## src/rtl/random_pkg.sv

```systemverilog
// Shared constants, FSM state type and LFSR step function for random_ctrl.
package random_pkg;

  localparam int LFSR_W  = 31;
  localparam int TAP_HI  = 30;
  localparam int TAP_MID = 27;
  localparam int TAP_LO  = 5;

  localparam logic [LFSR_W-1:0] DEFAULT_SEED = 31'b1000100110101011010111110101011;

  typedef enum logic [1:0] {
    ST_WARM,
    ST_IDLE,
    ST_SHIFT,
    ST_ACK
  } state_e;

  // One Fibonacci step: shift left, feedback from taps 30, 27 and 5.
  function automatic logic [LFSR_W-1:0] lfsr_step(input logic [LFSR_W-1:0] q);
    return {q[LFSR_W-2:0], q[TAP_HI] ^ q[TAP_MID] ^ q[TAP_LO]};
  endfunction

endpackage

```

## src/rtl/lfsr31.sv

```systemverilog
// 31-bit Fibonacci LFSR register with seed load, zero guard and step enable.
module lfsr31
  import random_pkg::*;
#(
  parameter logic [LFSR_W-1:0] SEED = DEFAULT_SEED
) (
  input  logic              qzt_clk,
  input  logic              reset,
  input  logic              load,
  input  logic [LFSR_W-1:0] load_val,
  input  logic              en,
  output logic [LFSR_W-1:0] q,
  output logic [LFSR_W-1:0] q_next
);

  logic [LFSR_W-1:0] q_q;

  assign q_next = lfsr_step(q_q);
  assign q      = q_q;

  // Register update: reset, then load (all-zero seed replaced by SEED), then step.
  always_ff @(posedge qzt_clk) begin
    // NOTE: sequential state uses non-blocking assignment so every register
    // samples pre-edge values regardless of statement order.
    if (reset) begin
      q_q <= SEED;
    end else if (load) begin
      q_q <= (load_val == '0) ? SEED : load_val;
    end else if (en) begin
      q_q <= q_next;
    end
  end

endmodule

```

## src/rtl/random_ctrl.sv

```systemverilog
// Sequencer and round-robin arbiter sharing one LFSR between N_REQ requesters.
module random_ctrl
  import random_pkg::*;
#(
  parameter int                N_REQ     = 4,
  parameter int                WORD_BITS = 8,
  parameter int                WARMUP    = 64,
  parameter logic [LFSR_W-1:0] SEED      = DEFAULT_SEED
) (
  input  logic                 qzt_clk,
  input  logic                 reset,
  input  logic                 seed_load,
  input  logic [LFSR_W-1:0]    seed_val,
  input  logic [N_REQ-1:0]     req,
  output logic [N_REQ-1:0]     ack,
  output logic [WORD_BITS-1:0] data,
  output logic                 busy,
  output logic [LFSR_W-1:0]    lfsr_state
);

  localparam int G_W     = $clog2(N_REQ);
  localparam int CNT_MAX = (WARMUP > WORD_BITS) ? WARMUP : WORD_BITS;
  localparam int CNT_W   = $clog2(CNT_MAX + 1);

  localparam logic [CNT_W-1:0] WARM_CNT   = CNT_W'(WARMUP);
  localparam logic [CNT_W-1:0] LAST_SHIFT = CNT_W'(WORD_BITS - 1);
  localparam logic [G_W-1:0]   LAST_RST   = G_W'(N_REQ - 1);

  state_e               state_q;
  logic [CNT_W-1:0]     cnt_q;
  logic [G_W-1:0]       g_q;
  logic [G_W-1:0]       last_q;
  logic                 drop_q;
  logic [N_REQ-1:0]     ack_q;
  logic [WORD_BITS-1:0] data_q;
  logic                 busy_q;

  logic [LFSR_W-1:0]    lfsr_q;
  logic [LFSR_W-1:0]    lfsr_next;
  logic                 shift_en;
  logic [G_W-1:0]       grant;
  logic [G_W-1:0]       idx;
  logic                 found;
  logic                 unused_next;

  // The LFSR advances only while warming up or producing a word.
  assign shift_en = !seed_load &&
                    (((state_q == ST_WARM) && (cnt_q != WARM_CNT)) || (state_q == ST_SHIFT));

  lfsr31 #(.SEED(SEED)) u_lfsr (
    .qzt_clk  (qzt_clk),
    .reset    (reset),
    .load     (seed_load),
    .load_val (seed_val),
    .en       (shift_en),
    .q        (lfsr_q),
    .q_next   (lfsr_next)
  );

  // Only the low WORD_BITS of the next state are delivered.
  assign unused_next = ^lfsr_next;

  // Round-robin pick: first asserted request at or after last+1, wrapping.
  always_comb begin
    // NOTE: every always_comb output gets a default first so no path leaves
    // it unassigned, which would otherwise infer a latch.
    grant = last_q;
    found = 1'b0;
    idx   = '0;
    for (int k = 1; k <= N_REQ; k++) begin
      idx = G_W'((int'(last_q) + k) % N_REQ);
      if (!found && req[idx]) begin
        grant = idx;
        found = 1'b1;
      end
    end
  end

  // Control FSM with counter, grant pointer and registered outputs.
  always_ff @(posedge qzt_clk) begin
    if (reset) begin
      state_q <= ST_WARM;
      cnt_q   <= '0;
      g_q     <= '0;
      last_q  <= LAST_RST;
      drop_q  <= 1'b0;
      ack_q   <= '0;
      data_q  <= '0;
      busy_q  <= 1'b1;
    end else if (seed_load) begin
      // Reseed cancels any grant in flight; the pointer is left alone.
      state_q <= ST_WARM;
      cnt_q   <= '0;
      drop_q  <= 1'b0;
      ack_q   <= '0;
      busy_q  <= 1'b1;
    end else begin
      case (state_q)
        ST_WARM: begin
          if (cnt_q == WARM_CNT) begin
            state_q <= ST_IDLE;
            busy_q  <= 1'b0;
          end else begin
            cnt_q <= cnt_q + CNT_W'(1);
          end
        end
        ST_IDLE: begin
          if (|req) begin
            g_q     <= grant;
            last_q  <= grant;
            cnt_q   <= '0;
            drop_q  <= 1'b0;
            state_q <= ST_SHIFT;
            busy_q  <= 1'b1;
          end
        end
        ST_SHIFT: begin
          cnt_q <= cnt_q + CNT_W'(1);
          if (cnt_q == LAST_SHIFT) begin
            if (drop_q || !req[g_q]) begin
              state_q <= ST_IDLE;
              busy_q  <= 1'b0;
            end else begin
              data_q  <= lfsr_next[WORD_BITS-1:0];
              ack_q   <= N_REQ'(1) << g_q;
              state_q <= ST_ACK;
            end
          end else if (!req[g_q]) begin
            drop_q <= 1'b1;
          end
        end
        ST_ACK: begin
          ack_q   <= '0;
          state_q <= ST_IDLE;
          busy_q  <= 1'b0;
        end
        default: begin
          state_q <= ST_IDLE;
          busy_q  <= 1'b0;
        end
      endcase
    end
  end

  assign ack        = ack_q;
  assign data       = data_q;
  assign busy       = busy_q;
  assign lfsr_state = lfsr_q;

endmodule

```

## config.mk

```make
export PLATFORM = sky130hd
export DESIGN_NAME = random_ctrl
export DESIGN_NICKNAME = d
export VERILOG_FILES = /design/src/rtl/random_pkg.sv /design/src/rtl/lfsr31.sv /design/src/rtl/random_ctrl.sv
export SDC_FILE = /design/constraint.sdc
export NUM_CORES = 1
export LEC_CHECK = 0
export CAP_MARGIN = 10
export CORE_MARGIN = 2
export CORE_UTILIZATION = 25
export DETAILED_ROUTE_END_ITERATION = 16
export GPL_ROUTABILITY_DRIVEN = 0
export GPL_TIMING_DRIVEN = 0
export SLEW_MARGIN = 20
export SYNTH_ARGS = -nofsm -noshare
export SYNTH_HDL_FRONTEND = slang
export SYNTH_SLANG_ARGS = --single-unit
```

## constraint.sdc

```tcl
create_clock -name qzt_clk -period 2.45 [get_ports qzt_clk]
set_clock_uncertainty 0.05 [all_clocks]
set_input_delay 0.245 -clock qzt_clk [delete_from_list [all_inputs] [get_ports qzt_clk]]
set_output_delay 0.245 -clock qzt_clk [all_outputs]
set_load 0.03 [all_outputs]
```

==> results.yml, run 1 <==
critical_path:
  r2r_setup_slack_ns: 0.27
  start_kind: "input pin"
  slowest_stage: "clkdlybuf4s50_1"
  cp_cell_sequence: "clkdlybuf4s50_1 > nor4_1 > nand4_1 > or2_2 > clkbuf_1 > clkbuf_1 > a22oi_1"
  crit_family: "simple AND/OR/NAND/NOR gates"
  cp.buffers_inverters: 3
  endpoint_kind: "register"
  cp.arrival_ns: 2.39
  crit_required_ns: 2.64
  critical-path-max-stage-delay_ns: 0.48
  critPathMostFrequentCell: "clkbuf_1"
  critPathKind: "input pin to register"
  crit_fanout: 10
synth:
  async_reset_ff_share_pct: 0
  syn_area_per_cell_um2: 8.913
  synth-edff-count: 0
  ys_seq_elements: 58
  netlist_area_mm2: 0.003458
  ys_types: 59
  synth_flop_cell: "dfxtp_1"
  yosysWarnings: 0
  synth_cells: 388
  synth-seq-area-share_pct: 33.57
  syn_nets: 434
clocking:
  postCtsHoldBufs: 0
  cts_setup_buffers: 0
  cts_root_buf: "clkbuf_16"
  cts_inserted_buffers: 9
  cts_sinks: 58
  cts_tree: "yes"
  clk_transition_reported_paths_ns: 0.05
  clk_latency_ns: 0.33
  cts_resized: 0
  htreeDepth: 3
  clock_path_buffers: 2
global_route:
  grtUsageMet1_pct: 18.00
  grt_pass1_wl_mm: 16.71
  grt_overflow_total: 0
  grt_max_degree: 11
  grt_use_met2_pct: 23.84
  grt_use_total_pct: 14.43
  grt.busiest_layer: "met2"
  met3_usage_pct: 4.026
  antenna_found_initial: 0
  grt_pass1_vias: 3224
timing:
  rsz0062_at_grt: "no"
  whs_ns: 0.1519
  drv_slew: 0
  finalSetupTns_ns: 0
  clock.fmax_mhz: 454.5
  max_slew.worst_pin.slew_ns: 0.8633
  hold_viol_final: 0
  slew_headroom_pct: 42.23
  finalSetupViolCount: 0
  min_period_ns: 2.200
  period_share_pct: 89.81
run_status:
  status: "complete, no violations"
cells_and_area:
  diodes: 0
  areaGrowthSynthToFinish_pct: 37.92
  drive_above_1_share_pct: 16.67
  nets: 521
  final_cells: 656
  post-route-util_pct: 35.59
floorplanning:
  initial_core_util_pct: 25.81
  fp.dieW_um: 121.6
  dieArea_mm2: 0.01479
  fp.coreArea_mm2: 0.01340
  io_pins: 82
  rows: 42
  die_y_um: 121.6
route:
  ant_nets: 0
  route.detailed.drc: 0
  drtIter0Drc: 275
  wl_per_cell_um: 15.93
  avgViaCountPerCell: 4.968
  wl_mm: 10.45
  via_count: 3259
  drtPass1Iterations: 6
power_and_ir_drop:
  leakagePower_nw: 1.906
  p_per_area_mw_per_mm2: 597.5
  irDropWorstVdd_mv: 0.2927
  power_mw: 2.850
min_path:
  min_path_type: "input pin to register"
place:
  placed_cells: 640
  dp_hpwl_mm: 8.073
  port_buffers: 76
flow_run:
  drv_cap: 0
[final timing paths]
kind	from	endpoint	depth (start not counted)
setup / recovery	seed_val[10]	u_lfsr.q[8]	7
hold / removal	reset	data[0]	2
setup reg to reg	state_q[0]	data[0]	6
hold reg to reg	data[4]	data[4]	2
[metrics by stage]
step	cell area, um^2	worst slack [ns]
4_1_cts	4770	0.2684
3_5_place_dp	4439	0.01289
3_3_place_gp	4439	0.03948
6_report	4770	0.2497
5_1_grt	4770	0.005974
2_1_floorplan	3458	0.5320
[metal layers]
metal  up-vias  wire length [um]
met3        18               717
met2       112              4814
met5         -                 0
li1       1592                 -
met4         0               201
met1      1537              4719
[cell type report]
cell class	instances	area, um^2
plain buffers	61	395.4
repair buffers	76	760.7
clock inverters	4	73.82
well taps	176	220.2
clock buffers	12	256.5
multi-input cells	255	1849
inverters	14	52.55
fillers	1388	8631
flip-flops and latches	58	1161
[registers in the layout (all words and copies together) (netlist names)]
register  flops
state_q       2
busy          1
drop_q        1
g_q           2
data          8
u_lfsr.q     31
ack           4
cnt_q         7
last_q        2
[cells in the final DEF (no fill, tap or decap), types with 3 or more instances in the layout]
cell | netlist | final
a211oi_1 | 15 | 15
a21o_1 | 3 | 3
a21oi_1 | 16 | 16
a221o_1 | 6 | 6
a22oi_1 | 14 | 14
buf_2 | 6 | 6
buf_4 | 35 | 35
buf_6 | 3 | 3
clkbuf_1 | 16 | 17
clkbuf_16 | 0 | 9
clkdlybuf4s50_1 | 0 | 76
dfxtp_1 | 58 | 58
ha_1 | 8 | 8
inv_1 | 14 | 14
mux2i_1 | 32 | 32
nand2_1 | 11 | 11
nand3_1 | 3 | 3
nand3b_1 | 3 | 3
nand4_1 | 12 | 12
nor2_1 | 31 | 31
nor3_1 | 16 | 16
nor4_1 | 8 | 8
o211ai_1 | 7 | 7
o21ai_0 | 10 | 10
o21ai_1 | 3 | 3
o31ai_1 | 8 | 8
o31ai_2 | 6 | 6
or2_2 | 3 | 3
or4_1 | 4 | 4
[cell usage after synthesis (6+ instances only)]
master | count | share of area [%]
inv_1 | 14 | 1.5
a221o_1 | 6 | 1.7
a211oi_1 | 15 | 3.3
o211ai_1 | 7 | 1.5
nor4_1 | 8 | 1.4
nor3_1 | 16 | 2.3
clkbuf_1 | 16 | 1.7
ha_1 | 8 | 2.9
o31ai_1 | 8 | 1.7
buf_2 | 6 | 0.87
a22oi_1 | 14 | 3.0
nand4_1 | 12 | 2.2
mux2i_1 | 32 | 9.3
nor2_1 | 31 | 3.4
a21oi_1 | 16 | 2.3
dfxtp_1 | 58 | 34
o21ai_0 | 10 | 1.4
nand2_1 | 11 | 1.2
o31ai_2 | 6 | 2.2
buf_4 | 35 | 7.6
[report_power, final]
group / internal [mW] / switching [mW]
registers: 0.986 / 0.0433
clock network: 0.945 / 0.435
logic: 0.219 / 0.221
total: 2.15 / 0.700
[worst register-to-register path, delay by kind of cell, from the launching register on]
| kind | cells | cell delay [ns] |
|---|---|---|
| fa+ha+maj | 1 | 0.30 |
| compound gates | 2 | 0.67 |
| simple gates | 2 | 0.58 |
| buf+inv | 1 | 0.13 |
| flops | 1 | 0.35 |
[logic make-up after synthesis]
group           after synthesis  share of synthesized area (%)
compound gates              105                          23.23
fa+ha+maj                     8                          2.894
mux                          32                          9.262
flops                        58                          33.57
simple gates                109                          17.44
buf+inv                      75                          12.95
xor+xnor                      1                         0.6512
(Power assumes the default switching activity.)
==> run 2: changes to the inputs <==
--- a/config.mk
+++ b/config.mk
@@ -9,3 +9,3 @@
 export CORE_MARGIN = 2
-export CORE_UTILIZATION = 25
+export CORE_UTILIZATION = 50
 export DETAILED_ROUTE_END_ITERATION = 16
@@ -13,2 +13,3 @@
 export GPL_TIMING_DRIVEN = 0
+export PLACE_DENSITY = 0.8
 export SLEW_MARGIN = 20
--- a/constraint.sdc
+++ b/constraint.sdc
@@ -4,2 +4,2 @@
 set_output_delay 0.245 -clock qzt_clk [all_outputs]
-set_load 0.03 [all_outputs]
+set_load 0.05 [all_outputs]
==> run 2 against run 1 <==
  * Critical path depth down 1
  * Combinational power up 13%
  * Fmax down 2.5%
  * Routed wire length down 9.5%
  * Sequential cell count unchanged
  * Count of clock-buffer cells in the layout up 1
==> results.yml, run 2 (synthesized netlist as in run 1, its figures left out) <==
floorplanning:
  fp.coreArea_mm2: 0.006756
  die_y_um: 87.17
  io_pins: 82
  fp.dieW_um: 87.17
  rows: 30
  dieArea_mm2: 0.007598
  initial_core_util_pct: 51.19
cells_and_area:
  n_fill_cell: 567
  largest_reg_flops: 31
  layout_commonest_cell: "clkdlybuf4s50_1"
  final_cell_mix: "clkdlybuf4s50_1, dfxtp_1, buf_4, mux2i_1, nor2_1"
  drive_above_1_share_pct: 16.25
  diodes: 0
  areaGrowthSynthToFinish_pct: 29.63
  nets: 521
critical_path:
  r2r_setup_slack_ns: 0.19
  start_kind: "register"
  endpoint_kind: "register"
  crit_required_ns: 2.62
  r2r-end: "data[0]"
  timing.rr.start: "state_q[0]"
  critPathKind: "register to register"
  crit_fanout: 9
  worst_r2r_path_depth: 6
  cp.arrival_ns: 2.43
clocking:
  htreeDepth: 3
  clock_path_buffers: 2
  postCtsHoldBufs: 0
  clk_latency_ns: 0.34
  cts_resized: 0
  cts_sinks: 58
  cts_tree: "yes"
  cts_setup_buffers: 0
  cts_root_buf: "clkbuf_8"
  cts_inserted_buffers: 9
  clk_transition_reported_paths_ns: 0.06
timing:
  clock.fmax_mhz: 442.9
  rsz0062_at_grt: "no"
  finalSetupViolCount: 0
  min_period_ns: 2.258
  hold_viol_final: 0
  drv_slew: 0
  max_slew.worst_pin.slew_ns: 0.7437
  slew_headroom_pct: 50.24
  finalSetupTns_ns: 0
  period_share_pct: 92.15
min_path:
  hold-path-cell-count: 2
  min_to: "data[0]"
  min_path_type: "input pin to register"
  worstHoldStart: "reset"
route:
  wl_mm: 9.456
  drtPass1Iterations: 5
  wl_per_cell_um: 16.89
  avgViaCountPerCell: 5.921
  drtIter0Drc: 205
  via_count: 3316
  ant_nets: 0
  route.detailed.drc: 0
global_route:
  grt_overflow_total: 0
  grt_pass1_wl_mm: 15.19
  antenna_found_initial: 0
  grt_use_total_pct: 25.38
  grt_max_degree: 11
  grt_pass1_vias: 3127
place:
  port_buffers: 76
  dp_hpwl_mm: 7.130
power_and_ir_drop:
  power_mw: 2.283
  p_per_area_mw_per_mm2: 509.2
  leakagePower_nw: 1.831
  irDropWorstVdd_mv: 0.2324
run_status:
  status: "complete, no violations"
flow_run:
  drv_cap: 0
run 2: cell types whose count changed in the layout (fill, tap and decap cells not counted):
cell / previous run / this run
clkinv_2: 1 / 3
clkbuf_8: 2 / 10
clkinv_4: 1 / 0
bufinv_16: 2 / 0
clkbuf_16: 9 / 0
clkbuf_1: 17 / 19
run 2: how the worst max path moves through the flow:
stage,start,to,cells past startpoint
2_1_floorplan,state_q[0],u_lfsr.q[1],7
3_3_place_gp,seed_val[27],u_lfsr.q[26],7
3_5_place_dp,seed_val[27],u_lfsr.q[18],7
4_1_cts,state_q[0],data[0],6
5_1_grt,state_q[0],data[0],6
6_report,state_q[0],data[0],6
run 2: power by group:
group | switching, mW | total, mW | internal [mW]
combinational | 0.278 | 0.496 | 0.218
clock | 0.372 | 0.762 | 0.390
sequential | 0.0391 | 1.02 | 0.985
total | 0.689 | 2.28 | 1.59
run 2: per-layer routing:
metal | vias up | track usage [%] | wire length, um | share of wire, %
met2 | 123 | 42.75 | 4632 | 49
met4 | 0 | 9.510 | 165 | 1.7
met5 | - | 0 | 0 | 0
li1 | 1598 | - | - | -
met1 | 1581 | 32.35 | 4140 | 44
met3 | 14 | 4.645 | 518 | 5.5
run 2: metrics by stage:
| step | cell area [um^2] | hold slack [ns] | worst slack (ns) | util [%] | cells |
|---|---|---|---|---|---|
| 3_3_place_gp | 4319 | 0.4125 | -0.07822 | 63.93 | 544 |
| 2_1_floorplan | 3458 | 0.3670 | 0.5320 | - | 388 |
| 4_1_cts | 4483 | 0.1409 | 0.1987 | 66.35 | 560 |
| 6_report | 4483 | 0.1482 | 0.1923 | 66.35 | 560 |
| 3_5_place_dp | 4319 | 0.4208 | -0.09870 | 63.93 | 544 |
| 5_1_grt | 4483 | 0.1466 | 0.03367 | 66.35 | 560 |
run 2: area by class of cell:
type / instances / area (um^2) / share of cell area (%)
buffer: 61 / 395.4 / 8.819
clock inverter: 3 / 15.01 / 0.3349
inverter: 14 / 52.55 / 1.172
sequential: 58 / 1161 / 25.90
multi-input combinational: 255 / 1849 / 41.25
clock buffer: 13 / 148.9 / 3.321
timing repair buffer: 76 / 760.7 / 16.97
tap: 80 / 100.1 / 2.233
run 2: worst max-delay path: stages (launching register included):
cell and delay (ns):
dfxtp_1 0.36, inv_1 0.13, ha_1 0.28, or3b_1 0.42, o22ai_2 0.37, nand2_2 0.17, o41ai_1 0.37
==> run 3: changes to the inputs <==
- ABC_AREA: default -> 1
- CORE_UTILIZATION: 50 -> 54
- PLACE_DENSITY: 0.8 -> 0.86
- SYNTH_HIERARCHICAL: default -> 1
- clock period: 2.45 -> 2.75 ns (I/O delays scaled with it)
==> run 3 against run 2 <==
  * Fmax shrank 9.9%
  * Total power shrank 6.8%
  * Worst setup slack gained 0.051 ns
  * Via count grew 11%
  * Largest power group unchanged
  * Synthesized cell count grew 33%
  * Global-route usage grew 2.7 points
==> results.yml, run 3 <==
floorplanning:
  fp.coreArea_mm2: 0.005921
  rows: 28
  io_pins: 82
  die_y_um: 82.42
  fp.dieW_um: 82.42
  dieArea_mm2: 0.006793
  initial_core_util_pct: 56.09
route:
  wl_met3_um: 609
  wirelength_met1_mm: 3.820
  avgViaCountPerCell: 5.361
  drtPass1Iterations: 5
  met2WireLength_mm: 4.614
  via_count: 3683
  ant_nets: 0
  wl_per_cell_um: 13.44
  route.detailed.drc: 0
  dr.max_layer_used: "met4"
  drtIter0Drc: 160
  wl_mm: 9.232
global_route:
  antenna_found_initial: 0
  grt_max_degree: 11
  grt_overflow_total: 0
  grt_pass1_vias: 3338
  grt_pass1_wl_mm: 14.72
  grt_use_total_pct: 28.12
power_and_ir_drop:
  irDropWorstVdd_mv: 0.3163
  p_clk_share_pct: 35.1
  leakagePower_nw: 1.892
  p_per_area_mw_per_mm2: 481.7
  switching_share_pct: 30.57
  power_mw: 2.126
  intPower_mw: 1.476
  comb_power_share_pct: 21.9
  p_switching_uw: 650.1
  power_frac_seq_pct: 43.0
cells_and_area:
  layout_commonest_cell: "nand2_1"
  diodes: 0
  nets: 654
  final_cells: 687
  largest_reg_flops: 31
  areaGrowthSynthToFinish_pct: 32.93
  final_cell_mix: "nand2_1, nor2_1, clkdlybuf4s50_1, dfxtp_1, a21oi_1"
  drive_above_1_share_pct: 10.13
run_status:
  status: "complete, no violations"
timing:
  max_slew.worst_pin.slew_ns: 0.5759
  drv_slew: 0
  min_period_ns: 2.506
  hold_viol_final: 0
  finalSetupViolCount: 0
  rsz0062_at_grt: "no"
  slew_headroom_pct: 61.61
  finalSetupTns_ns: 0
  clock.fmax_mhz: 399.0
  period_share_pct: 91.14
  whs_ns: 0.3968
  timing.final.ws_setup_ns: 0.2437
min_path:
  min_path_type: "register to register"
  hold-path-cell-count: 2
synth:
  syn_area_per_cell_um2: 6.435
  syn_nets: 562
  netlist_area_mm2: 0.003321
  synth_cells: 516
  yosysWarnings: 6
clocking:
  htreeDepth: 3
  clock_path_buffers: 2
  clk_transition_reported_paths_ns: 0.07
  postCtsHoldBufs: 0
  cts_tree: "yes"
  cts_inserted_buffers: 9
  cts_sinks: 58
  cts_setup_buffers: 0
  cts_resized: 0
  cts_root_buf: "clkbuf_8"
  clk_latency_ns: 0.33
critical_path:
  worst-path-stages: 10
  critPathKind: "register to register"
  critPathMostFrequentCell: "a21oi_1"
  crit_fanout: 10
  slowest_stage: "a21oi_1"
  crit_required_ns: 2.90
  cp.arrival_ns: 2.66
  worst_r2r_path_depth: 10
  endpoint_kind: "register"
  start_kind: "register"
  critical-path-max-stage-delay_ns: 0.47
  crit_family: "compound AO/OA/AOI/OAI gates"
  cp.buffers_inverters: 3
  cp_cell_sequence: "inv_1 > ha_1 > nor3b_1 > nand3_1 > nand2_1 > a21oi_1 > inv_2 > clkbuf_1 > o21ai_0 > a21oi_1"
place:
  dp_hpwl_mm: 6.747
  port_buffers: 81
  placed_cells: 672
  pre_cts_slack_ns: 0.4722
flow_run:
  drv_cap: 0
run 3: cell count changes in the layout (fill, tap and decap cells not counted), sizes merged, moves of 14 or more:
cell | previous run | this run
nand2 | 12 | 133
nor2 | 31 | 94
a21oi | 17 | 59
o21ai | 13 | 53
inv | 14 | 46
mux2i | 32 | 0
buf | 44 | 21
nand3 | 3 | 22
nor3 | 17 | 1
a211oi | 16 | 1
a22oi | 14 | 0
o31ai | 14 | 0
run 3: worst register-to-register path, cell delays in order, from the launching register on:
cell and delay, ns:
dfxtp_1 0.37, inv_1 0.10, ha_1 0.20, nor3b_1 0.13, nand3_1 0.10, nand2_1 0.08, a21oi_1 0.47, inv_2 0.15
clkbuf_1 0.28, o21ai_0 0.34, a21oi_1 0.12
run 3: final cells by class:
class | instances | area, um^2
multi-input combinational | 384 | 1805
fill | 481 | 1506
sequential | 58 | 1161
timing repair buffer | 81 | 810.8
clock buffer | 13 | 178.9
buffer | 28 | 178.9
inverter | 46 | 175.2
tap | 75 | 93.84
clock inverter | 2 | 10.01
run 3: final timing paths:
kind / from / end / slack (ns)
setup / recovery: cnt_q[0] / u_lfsr/q[12] / 0.24
hold / removal: data[0] / data[0] / 0.40
setup reg to reg: cnt_q[0] / u_lfsr/q[12] / 0.24
hold reg to reg: data[0] / data[0] / 0.40
run 3: metrics by stage:
| step | instance area [um^2] | util (%) |
|---|---|---|
| after floorplan | 3321 | - |
| after global placement | 4225 | 71.37 |
| after detailed placement | 4225 | 71.37 |
| after CTS | 4414 | 74.56 |
| after global routing | 4414 | 74.56 |
| final | 4414 | 74.56 |
run 3: metal layers:
metal,up-vias,GRT usage [%]
met5,-,0
met4,0,11.17
met1,1665,32.70
li1,1832,-
met3,19,4.457
met2,167,51.13
run 3: power groups by stage:
stage	clock network [mW]	logic [mW]	registers [mW]
3_3_place_gp	0	0.451	0.931
3_5_place_dp	0	0.459	0.931
6_report	0.746	0.467	0.914
5_1_grt	0.793	0.498	0.918
4_1_cts	0.753	0.462	0.913
2_1_floorplan	0	0.160	1.05
